`config.mk`:
```
export PLATFORM = sky130hd
export DESIGN_NAME = i2c_stream_master_flat
export DESIGN_NICKNAME = d
export VERILOG_FILES = /design/src/rtl/i2c_stream_master_if.sv /design/src/rtl/i2c_stream_master.sv /design/src/flat_wrapper.sv
export SDC_FILE = /design/constraint.sdc
export NUM_CORES = 1
export LEC_CHECK = 0
export ABC_AREA = 1
export BUFFER_PORTS_ARGS = -buffer_cell sky130_fd_sc_hd__buf_2
export CORE_ASPECT_RATIO = 1.4
export CORE_MARGIN = 2
export CORE_UTILIZATION = 34
export DETAILED_ROUTE_END_ITERATION = 16
export GPL_ROUTABILITY_DRIVEN = 0
export GPL_TIMING_DRIVEN = 1
export PLACE_DENSITY = 0.66
export RECOVER_POWER = 25
export SETUP_SLACK_MARGIN = 0.4
export SLEW_MARGIN = 20
export SYNTH_ARGS = -nofsm -noshare
export SYNTH_HDL_FRONTEND = slang
export SYNTH_SLANG_ARGS = --single-unit
```
`constraint.sdc`:
```
create_clock -name clk -period 1.74 [get_ports clk]
set_clock_uncertainty 0.05 [all_clocks]
set_input_delay 0.174 -clock clk [delete_from_list [all_inputs] [get_ports clk]]
set_output_delay 0.174 -clock clk [all_outputs]
set_load 0.01 [all_outputs]
```
`src/rtl/i2c_stream_master_if.sv`:
```
// Stream and pin bundle between a user process and the I2C bit engine.
// The master modport is the engine's view; the slave modport is the view
// of whatever sits around it (command producer, response consumer, pads).
interface i2c_stream_master_if;
  logic [31:0] input_cmd;
  logic        input_cmd_stb;
  logic        input_cmd_ack;
  logic [31:0] output_rsp;
  logic        output_rsp_stb;
  logic        output_rsp_ack;
  logic        scl_i;
  logic        sda_i;
  logic        scl_oe;
  logic        sda_oe;

  modport master (
    input  input_cmd,
    input  input_cmd_stb,
    output input_cmd_ack,
    output output_rsp,
    output output_rsp_stb,
    input  output_rsp_ack,
    input  scl_i,
    input  sda_i,
    output scl_oe,
    output sda_oe
  );

  modport slave (
    output input_cmd,
    output input_cmd_stb,
    input  input_cmd_ack,
    input  output_rsp,
    input  output_rsp_stb,
    output output_rsp_ack,
    output scl_i,
    output sda_i,
    input  scl_oe,
    input  sda_oe
  );
endinterface

```
`src/rtl/i2c_stream_master.sv`:
```
// Bit-level single-master I2C engine. Takes 32-bit command words
// ([10:8] opcode, [7:0] write data), drives open-drain SCL/SDA through
// pull-low enables, and returns write ACK status or read bytes as 32-bit
// response words. Each bus phase is one quarter of an SCL period; the
// quarter that releases SCL waits for the pin to read high, which gives
// slave clock stretching for free.
module i2c_stream_master #(
  parameter int CLOCK_DIVIDE = 250
) (
  input logic            clk,
  input logic            rst,
  i2c_stream_master_if.master bus
);

  localparam logic [2:0] OP_START     = 3'd0;
  localparam logic [2:0] OP_STOP      = 3'd1;
  localparam logic [2:0] OP_WRITE     = 3'd2;
  localparam logic [2:0] OP_READ_ACK  = 3'd3;
  localparam logic [2:0] OP_READ_NACK = 3'd4;

  localparam logic [15:0] QUARTER_LAST = 16'(CLOCK_DIVIDE - 1);

  typedef enum logic [2:0] {
    IDLE,
    START,
    STOP,
    XFER,
    RESPOND,
    DISCARD
  } state_t;

  state_t      state;
  logic [15:0] qcnt;
  logic [1:0]  phase;
  logic [3:0]  bit_idx;
  logic [2:0]  op;
  logic [7:0]  shift;
  logic        nack;
  logic        scl_oe;
  logic        sda_oe;
  logic        cmd_ack;
  logic        rsp_stb;
  logic [31:0] rsp;

  logic quarter_done;
  logic stretching;
  logic unused_cmd_bits;

  // Phase 1 of every bus sequence is the one that releases SCL; while a
  // slave holds the line low the quarter counter is parked at zero.
  assign quarter_done    = (qcnt == QUARTER_LAST);
  assign stretching      = (phase == 2'd1) && !bus.scl_i;
  assign unused_cmd_bits = ^bus.input_cmd[31:11];

  assign bus.scl_oe         = scl_oe;
  assign bus.sda_oe         = sda_oe;
  assign bus.input_cmd_ack  = cmd_ack;
  assign bus.output_rsp_stb = rsp_stb;
  assign bus.output_rsp     = rsp;

  // Command/bus/response sequencer; on each quarter tick the outputs of
  // the next phase are registered so the pins change on phase boundaries.
  always_ff @(posedge clk) begin
    if (!rst) begin
      state   <= IDLE;
      qcnt    <= '0;
      phase   <= '0;
      bit_idx <= '0;
      op      <= '0;
      shift   <= '0;
      nack    <= 1'b0;
      scl_oe  <= 1'b0;
      sda_oe  <= 1'b0;
      cmd_ack <= 1'b0;
      rsp_stb <= 1'b0;
      rsp     <= '0;
    end else begin
      case (state)
        IDLE: begin
          qcnt    <= '0;
          phase   <= '0;
          bit_idx <= '0;
          if (cmd_ack && bus.input_cmd_stb) begin
            cmd_ack <= 1'b0;
            op      <= bus.input_cmd[10:8];
            shift   <= bus.input_cmd[7:0];
            case (bus.input_cmd[10:8])
              OP_START: begin
                state  <= START;
                sda_oe <= 1'b0;
              end
              OP_STOP: begin
                state  <= STOP;
                sda_oe <= 1'b1;
              end
              OP_WRITE: begin
                state  <= XFER;
                scl_oe <= 1'b1;
                sda_oe <= ~bus.input_cmd[7];
              end
              OP_READ_ACK, OP_READ_NACK: begin
                state  <= XFER;
                scl_oe <= 1'b1;
                sda_oe <= 1'b0;
              end
              default: state <= DISCARD;
            endcase
          end else begin
            cmd_ack <= 1'b1;
          end
        end

        START, STOP, XFER: begin
          if (stretching) begin
            qcnt <= '0;
          end else if (!quarter_done) begin
            qcnt <= qcnt + 16'd1;
          end else begin
            qcnt  <= '0;
            phase <= phase + 2'd1;
            if (state == START) begin
              case (phase)
                2'd0: scl_oe <= 1'b0;
                2'd1: sda_oe <= 1'b1;
                2'd2: scl_oe <= 1'b1;
                default: begin
                  state   <= IDLE;
                  cmd_ack <= 1'b1;
                end
              endcase
            end else if (state == STOP) begin
              case (phase)
                2'd0: scl_oe <= 1'b0;
                2'd1: sda_oe <= 1'b0;
                2'd3: begin
                  state   <= IDLE;
                  cmd_ack <= 1'b1;
                end
                default: ;
              endcase
            end else begin
              case (phase)
                2'd0: scl_oe <= 1'b0;
                2'd2: begin
                  scl_oe <= 1'b1;
                  if (bit_idx == 4'd8) begin
                    nack <= bus.sda_i;
                  end else begin
                    shift <= {shift[6:0], bus.sda_i};
                  end
                end
                2'd3: begin
                  if (bit_idx == 4'd8) begin
                    state   <= RESPOND;
                    rsp_stb <= 1'b1;
                    rsp     <= (op == OP_WRITE) ? {31'b0, nack} : {24'b0, shift};
                  end else begin
                    bit_idx <= bit_idx + 4'd1;
                    if (bit_idx == 4'd7) begin
                      sda_oe <= (op == OP_READ_ACK);
                    end else begin
                      sda_oe <= (op == OP_WRITE) & ~shift[7];
                    end
                  end
                end
                default: ;
              endcase
            end
          end
        end

        RESPOND: begin
          if (bus.output_rsp_ack) begin
            rsp_stb <= 1'b0;
            state   <= IDLE;
            cmd_ack <= 1'b1;
          end
        end

        DISCARD: begin
          state   <= IDLE;
          cmd_ack <= 1'b1;
        end

        default: state <= IDLE;
      endcase
    end
  end

endmodule

```
`src/flat_wrapper.sv`:
```
// flat-port wrapper written by rule: the top's interface ports become plain ports
module i2c_stream_master_flat 
#(
  parameter int CLOCK_DIVIDE = 250
)
  (clk, rst, bus_input_cmd, bus_input_cmd_stb, bus_input_cmd_ack, bus_output_rsp, bus_output_rsp_stb, bus_output_rsp_ack, bus_scl_i, bus_sda_i, bus_scl_oe, bus_sda_oe);
  i2c_stream_master_if bus_i ();
  input logic clk;
  input logic rst;
  input wire logic [$bits(bus_i.input_cmd)-1:0] bus_input_cmd;
  input wire logic [$bits(bus_i.input_cmd_stb)-1:0] bus_input_cmd_stb;
  output wire logic [$bits(bus_i.input_cmd_ack)-1:0] bus_input_cmd_ack;
  output wire logic [$bits(bus_i.output_rsp)-1:0] bus_output_rsp;
  output wire logic [$bits(bus_i.output_rsp_stb)-1:0] bus_output_rsp_stb;
  input wire logic [$bits(bus_i.output_rsp_ack)-1:0] bus_output_rsp_ack;
  input wire logic [$bits(bus_i.scl_i)-1:0] bus_scl_i;
  input wire logic [$bits(bus_i.sda_i)-1:0] bus_sda_i;
  output wire logic [$bits(bus_i.scl_oe)-1:0] bus_scl_oe;
  output wire logic [$bits(bus_i.sda_oe)-1:0] bus_sda_oe;
  assign bus_i.input_cmd = bus_input_cmd;
  assign bus_i.input_cmd_stb = bus_input_cmd_stb;
  assign bus_input_cmd_ack = bus_i.input_cmd_ack;
  assign bus_output_rsp = bus_i.output_rsp;
  assign bus_output_rsp_stb = bus_i.output_rsp_stb;
  assign bus_i.output_rsp_ack = bus_output_rsp_ack;
  assign bus_i.scl_i = bus_scl_i;
  assign bus_i.sda_i = bus_sda_i;
  assign bus_scl_oe = bus_i.scl_oe;
  assign bus_sda_oe = bus_i.sda_oe;
  i2c_stream_master #(.CLOCK_DIVIDE(CLOCK_DIVIDE)) u_core (.clk(clk), .rst(rst), .bus(bus_i));
endmodule
```
==> flow_summary.toml, run 1 <==
[floorplanning]
die_w_um = 87.5
die_y_um = 121
num_rows = 42
core_region_area_um2 = 9460
die_area_um2 = 10600
initial_core_util_pct = 35.1
io_pins = 74

[worst_hold_path]
hold_path.startpoint = "bus_input_cmd[10]"
hold_path.class = "input pin to flip-flop"
hold_end = "u_core.op[2]"
min_path_cells = 3

[clock_tree]
tritoncts = "done"
insertion_delay_ps = 290
clock_path_buffers = 2
cts_buffers = 5
cts_root_buf = "clkbuf_16"
htreeDepth = 2
cts_sinks = 49
clk_pin_slew_ps = 70

[global_routing]
grtUsageTotal_pct = 18.2
first_global_vias = 3381
antenna_found_initial = 0
grt_pass1_wl_um = 15300
grt_max_degree = 21
grt.overflow.total = 0

[critical_path]
arrival_ps = 1880
crit_fanout = 8
critPathTopFamily = "buffers and inverters"
crit_buf_inv = 5
r2r-start = "u_core.state[2]"
reg2regPathDepth = 10
crit_chain = "inv_6, ha_4, inv_6, nand2_8, buf_12, nand2_8, buf_12, clkbuf_16, nand4_1, a21oi_1"
cpMaxStageDelayCell = "dfxtp_4"
timing.rr.end = "u_core.shift[4]"
cp.required_ps = 1920
r2r_slack_ps = 40
end_kind = "flip-flop"
cp-start-kind = "flip-flop"
slowest_delay_ps = 390
criticalPathCategory = "flip-flop to flip-flop"

[place]
io_buffers = 28
dpl_worst_slack_ps = 24.7
hpwl_um = 5990
dpl.cell_count = 646

[drt]
wire_per_inst_um = 14.4
ant_nets = 0
drt-total-wl_um = 10000
dr.first_iter.drc_count = 195
viasPerCell = 5.11
first_pass_iters = 5
vias = 3569
route.detailed.drc = 0

[final_layout]
fin_nets = 635
diodes = 0
drive_above_1_share_pct = 37.8
nFillCells = 867
syn_to_final_growth_pct = 42.7
final_cells = 698

[yosys]
synth_cell_type_count = 38
syn_area_per_cell_um2 = 6.53
async_reset_ff_share_pct = 0
synth_edf_count = 0
synth_area_um2 = 3320
synth_ff_type = "dfxtp_1"
ys_seq_area_share_pct = 29.5
yosysWarnings = 0
synthCells = 509
yosys_register_bits = 49

[timing]
finalHoldViolations = 0
whs_ps = 136
rsz0062_at_grt = "yes"
slew_violations = 0
fin_ws_ps = 37.2
setup_viol = 0
fin_crit_ps = 1700
fmax_mhz = 587
timing.final.crit_share_pct = 97.9
fin_tns_setup_ps = 0

[pwr]
p_int_uw = 4650
total_power_uw = 8610
seqPwrFrac_pct = 17.8
power_density_nw_per_um2 = 1810
vdd_drop_max_mv = 1.02
netSwitchingFraction_pct = 46.0
p_comb_share_pct = 70.9
cellLeakagePower_uw = 0.00204
clockPowerShare_pct = 11.3
p_switching_uw = 3960

[flow_run]
drv_cap = 0

[run_status]
status = "complete, no violations"
## synthesized netlist by cell type (2+ instances only)
library cell  count  area share, %
or2_2             2           0.38
o21ai_0          13            2.0
nand4_1          25            4.7
ha_1             10            3.8
xor2_1            4            1.1
nor2_1           69            7.8
clkbuf_1          3           0.34
nand2_1         143             16
a21oi_1          31            4.7
o211ai_1          2           0.45
nor3_2            5            1.5
buf_6             6            2.0
nand3_2           2           0.60
buf_2             2           0.30
dfxtp_1          49             30
buf_4            24            5.4
nand3_4           3            1.6
nor3_1            6           0.90
inv_1            53            6.0
inv_2             4           0.45
nand2_2           6            1.1
nand3_1          31            4.7
## kinds of logic (layout without fill, tap and decap cells)
family | count (synthesis) | in the layout | share of synthesized area, %
compound gates | 50 | 51 | 8.47
flops | 49 | 49 | 29.5
simple gates | 299 | 300 | 41.4
other cells | 1 | 24 | 0.113
xor+xnor | 4 | 4 | 1.05
buf+inv | 96 | 150 | 15.7
fa+ha+maj | 10 | 10 | 3.77
## final cells by class
class | count | area [µm²] | area share [%]
multi-input combinational | 389 | 2450 | 51.7
sequential | 49 | 1020 | 21.4
timing repair buffer | 82 | 722 | 15.2
inverter | 59 | 269 | 5.67
tap | 110 | 138 | 2.90
clock buffer | 6 | 129 | 2.72
clock inverter | 2 | 13.8 | 0.290
timing repair inverter | 1 | 5.00 | 0.106
## tightest hold or removal path: cells and delay by family
kind | cells | cell delay, ps
compound gates | 1 | 60
simple gates | 1 | 80
buf+inv | 1 | 120
## power by group through the flow
stage / combinational [µW] / clock (µW) / sequential [µW]
5_1_grt: 6500 / 1040 / 1550
6_report: 6100 / 974 / 1530
3_3_place_gp: 3590 / 0 / 1510
2_1_floorplan: 2940 / 0 / 1500
4_1_cts: 5330 / 992 / 1520
3_5_place_dp: 3640 / 0 / 1520
## cells in the final DEF (no fill, tap or decap), types with 4 or more instances in the layout
| master | count |
|---|---|
| dfxtp_1 | 33 |
| buf_6 | 7 |
| inv_2 | 12 |
| nor2_4 | 12 |
| nand3_2 | 4 |
| a21oi_1 | 23 |
| nor2_2 | 8 |
| nand3_1 | 22 |
| inv_1 | 36 |
| conb_1 | 24 |
| o21ai_0 | 7 |
| buf_4 | 36 |
| buf_12 | 7 |
| dfxtp_2 | 10 |
| nor2_1 | 51 |
| clkbuf_16 | 6 |
| inv_6 | 4 |
| inv_4 | 4 |
| nand3_4 | 10 |
| clkbuf_1 | 13 |
| nor3_2 | 6 |
| nand4_1 | 25 |
| ha_4 | 5 |
| dfxtp_4 | 6 |
| nand2_2 | 21 |
| a21oi_2 | 8 |
| nand2_4 | 14 |
| o21ai_2 | 5 |
| nand2_1 | 113 |
| buf_2 | 16 |
| xor2_1 | 4 |
## timing repair
item,4_1_cts,5_1_grt
buffers inserted,32,5
cloned,6,1
endpoints found under the setup margin,49,49
resized for setup,100,58
hold buffers,0,0
pin swaps,34,38
## per-layer routing
layer  global-route usage [%]  vias to the layer above  part of all wire (%)
li1                         -                     1736                     -
met1                     18.7                     1653                    36
met2                     34.2                      146                    55
met3                     3.40                       34                   5.0
met4                     9.04                        0                   4.2
met5                        0                        -                     0
## registers in the layout, summed over array words and instances (netlist names)
name,count
u_core.bit_idx,4
u_core.qcnt,16
u_core.shift,8
u_core.state,3
u_core.bus.input_cmd_ack,1
u_core.nack,1
u_core.bus.scl_oe,1
u_core.bus.output_rsp,8
u_core.op,3
u_core.bus.sda_oe,1
u_core.bus.output_rsp_stb,1
u_core.phase,2
## through the flow
stage                     utilization [%]  cell area [µm²]
final                                50.1             4740
after detailed placement             38.4             3630
after global placement               38.4             3630
after floorplan                         -             3520
after CTS                            47.4             4480
after global routing                 50.1             4740
## worst max-delay path by stage
stage	from	end	slack (ps)	cells after the start
global placement	u_core.bit_idx[1]	u_core.shift[5]	70	10
detailed placement	u_core.state[1]	u_core.shift[6]	20	8
CTS	u_core.state[2]	u_core.bus.input_cmd_ack	160	11
floorplan	u_core.state[2]	u_core.state[0]	180	12
global route	u_core.state[2]	u_core.shift[4]	-30	10
finish	u_core.state[2]	u_core.shift[4]	40	10
Note: power is estimated with default switching activity, not from simulation.
==> run 2, diff against run 1 <==
- ABC_AREA: 1 -> 0
- PLACE_DENSITY: 0.66 -> 0.65
- clock period: 1.74 -> 1.7 ns (I/O delays scaled with it)
==> run 2 against run 1 <==
- the run now ends with negative setup slack left
- maximum frequency decreased by 9.6%
- critical path depth is 2 lower
- largest cell class unchanged
- final area decreased by 3.8%
- worst hold slack lost 61 ps
- clock-buffer cell count fell by 1
- first-iteration DRC count shrank 27%
==> flow_summary.toml, run 2 <==
[floorplanning]
die_w_um = 84.1
die_area_um2 = 9780
core_region_area_um2 = 8660
io_pins = 74
num_rows = 40
initial_core_util_pct = 35.3
die_y_um = 116

[critical_path]
r2r_slack_ps = -180
crit_buf_inv = 2
end_kind = "flip-flop"
slowest_delay_ps = 330
crit_chain = "inv_2, ha_4, nor3b_4, nand4_4, buf_6, o22ai_4, nand2_2, a221oi_2"
timing.rr.end = "u_core.state[2]"
critPathTopFamily = "simple AND/OR/NAND/NOR gates"
arrival_ps = 2030
crit_fanout = 4
cp-endpoint = "u_core.state[2]"
criticalPathCategory = "flip-flop to flip-flop"
cpMaxStageDelayCell = "dfxtp_2"
reg2regPathDepth = 8
r2r-start = "u_core.qcnt[1]"
crit_cells = 8
crit_start = "u_core.qcnt[1]"
cp.required_ps = 1850
cp-start-kind = "flip-flop"

[yosys]
synth_cell_type_count = 69
synth_ff_type = "dfxtp_1"
synth_area_um2 = 3060
synth_most_common_cell = "dfxtp_1"
async_reset_ff_share_pct = 0
synth_edf_count = 0
synth_top_area_cell = "dfxtp_1"
syn_area_per_cell_um2 = 8.26
ys_seq_area_share_pct = 32.1
synth_top_area_share_pct = 32.1
yosysWarnings = 0
yosys_register_bits = 49
synthCells = 370
synth_commonest_cells = "dfxtp_1 (49), nand2_1 (40), a21oi_1 (26), buf_4 (26), nor2_1 (23)"
synth_area_leaders = "dfxtp_1 (32%), buf_4 (6.4%), nand2_1 (4.9%)"

[clock_tree]
clock_path_buffers = 2
tritoncts = "done"
cts_buffers = 5
htreeDepth = 2
holdBufCountCts = 0
cts_root_buf = "clkbuf_16"
insertion_delay_ps = 300
cts_sinks = 49
clk_pin_slew_ps = 70

[final_layout]
layout_commonest_cell = "buf_4"
fin_nets = 530
fin_util_pct = 52.7
seq_area_um2 = 1000
multi_input_area_um2 = 2280
syn_to_final_growth_pct = 49.2
nFillCells = 775
drive_above_1_share_pct = 44.3
diodes = 0
largest_register_ffs = 16
top_register = "u_core.qcnt"
mostFrequentLayoutCells = "buf_4 (78), dfxtp_1 (41), nand2_1 (38)"

[drt]
wire_per_inst_um = 15.7
first_pass_iters = 4
vias = 3106
viasPerCell = 5.28
ant_nets = 0
drt-total-wl_um = 9240
route.detailed.drc = 0
dr.first_iter.drc_count = 143

[timing]
setup_viol = 43
fin_tns_setup_ps = -3540
fmax_mhz = 531
fin_crit_ps = 1880
timing.final.crit_share_pct = 111
worst_slew_pin_slew_ps = 587
fin_ws_ps = -184
finalHoldViolations = 0
slew_violations = 0
relSlewSlack_pct = 60.8
rsz0062_at_grt = "yes"

[pwr]
vdd_drop_max_mv = 0.875
power_density_nw_per_um2 = 1360
cellLeakagePower_uw = 0.00178
total_power_uw = 6230

[global_routing]
first_global_vias = 3052
antenna_found_initial = 0
grt.overflow.total = 0
grt_pass1_wl_um = 14700
grt_max_degree = 23
grtUsageTotal_pct = 18.7

[flow_run]
drv_cap = 0

[worst_hold_path]
hold_path.class = "input pin to flip-flop"

[place]
hpwl_um = 6360
io_buffers = 28

[run_status]
status = "complete, but fails checks"
failed_checks = "negative setup slack"
## run 2: changes by cell type in the layout (fill, tap and decap cells not counted), sizes merged, moves of 6 or more
| cell | change |
|---|---|
| nand2b | +7 |
| nand4 | -16 |
| nand2 | -110 |
| a31oi | +7 |
| nor2 | -48 |
| buf | +51 |
| a311oi | +9 |
| clkbuf | -11 |
| nand3 | -16 |
| a21oi | -6 |
| mux2i | +12 |
| inv | -42 |
## run 2: how the worst min path moves through the flow
stage | from | end | depth (start not counted)
2_1_floorplan | bus_sda_i | u_core.nack | 2
3_3_place_gp | bus_sda_i | u_core.nack | 3
3_5_place_dp | bus_sda_i | u_core.nack | 3
4_1_cts | bus_sda_i | u_core.nack | 3
5_1_grt | bus_input_cmd[5] | u_core.shift[5] | 3
6_report | bus_sda_i | u_core.nack | 3
## run 2: layout make-up
cell class,instances,area share [%]
tap,105,2.88
multi-input combinational,291,50.1
clock inverter,3,0.631
inverter,12,1.15
sequential,49,21.9
clock buffer,5,2.74
timing repair buffer,123,20.6
## run 2: stage by stage
step	cells	area, µm²	setup WS [ps]	hold slack (ps)
floorplan	393	3310	-94.1	264
global placement	555	3840	-212	377
detailed placement	555	3840	-235	378
CTS	580	4410	-124	65.6
global route	588	4560	-268	89.9
finish	588	4560	-184	74.1
## run 2: worst reg2reg max path, delay by kind of cell (launching register included)
kind                       cells  cell delay [ps]
DFF                            1              330
adders and majority gates      1              150
AOI/OAI and AO/OA              2              460
and+or+nand+nor                3              560
buffers and inverters          2              240
## run 2: metal layers
layer  global-route usage (%)  wire (µm)  share of wire (%)
met5                        0          0                  0
met4                     11.9        384                4.2
met3                     2.26        324                3.5
met1                     19.9       3610                 39
met2                     34.8       4920                 53
## run 2: where the power goes
part,switching (µW),internal (µW)
clock network,493,568
registers,140,1290
logic,1930,1800
total,2560,3660
## run 2: repair_timing
action	in CTS	in global routing
pin swaps	51	19
resized for setup	71	21
endpoints found under the setup margin	49	49
gates cloned	2	0
buffers inserted	15	8
## run 2: kinds of logic (layout without fill, tap and decap cells)
kind of cell             after synthesis  after routing  synth area share, %
AND/OR/NAND/NOR                      149            149                 27.3
adder cells (fa/ha/maj)               11             11                 4.42
multiplexers                          12             12                 3.93
AO/OA/AOI/OAI                         89             89                 20.1
other                                  1             24                0.123
flip-flops                            49             49                 32.1
XOR/XNOR                               6              6                 1.72
buffers and inverters                 53            143                 10.3
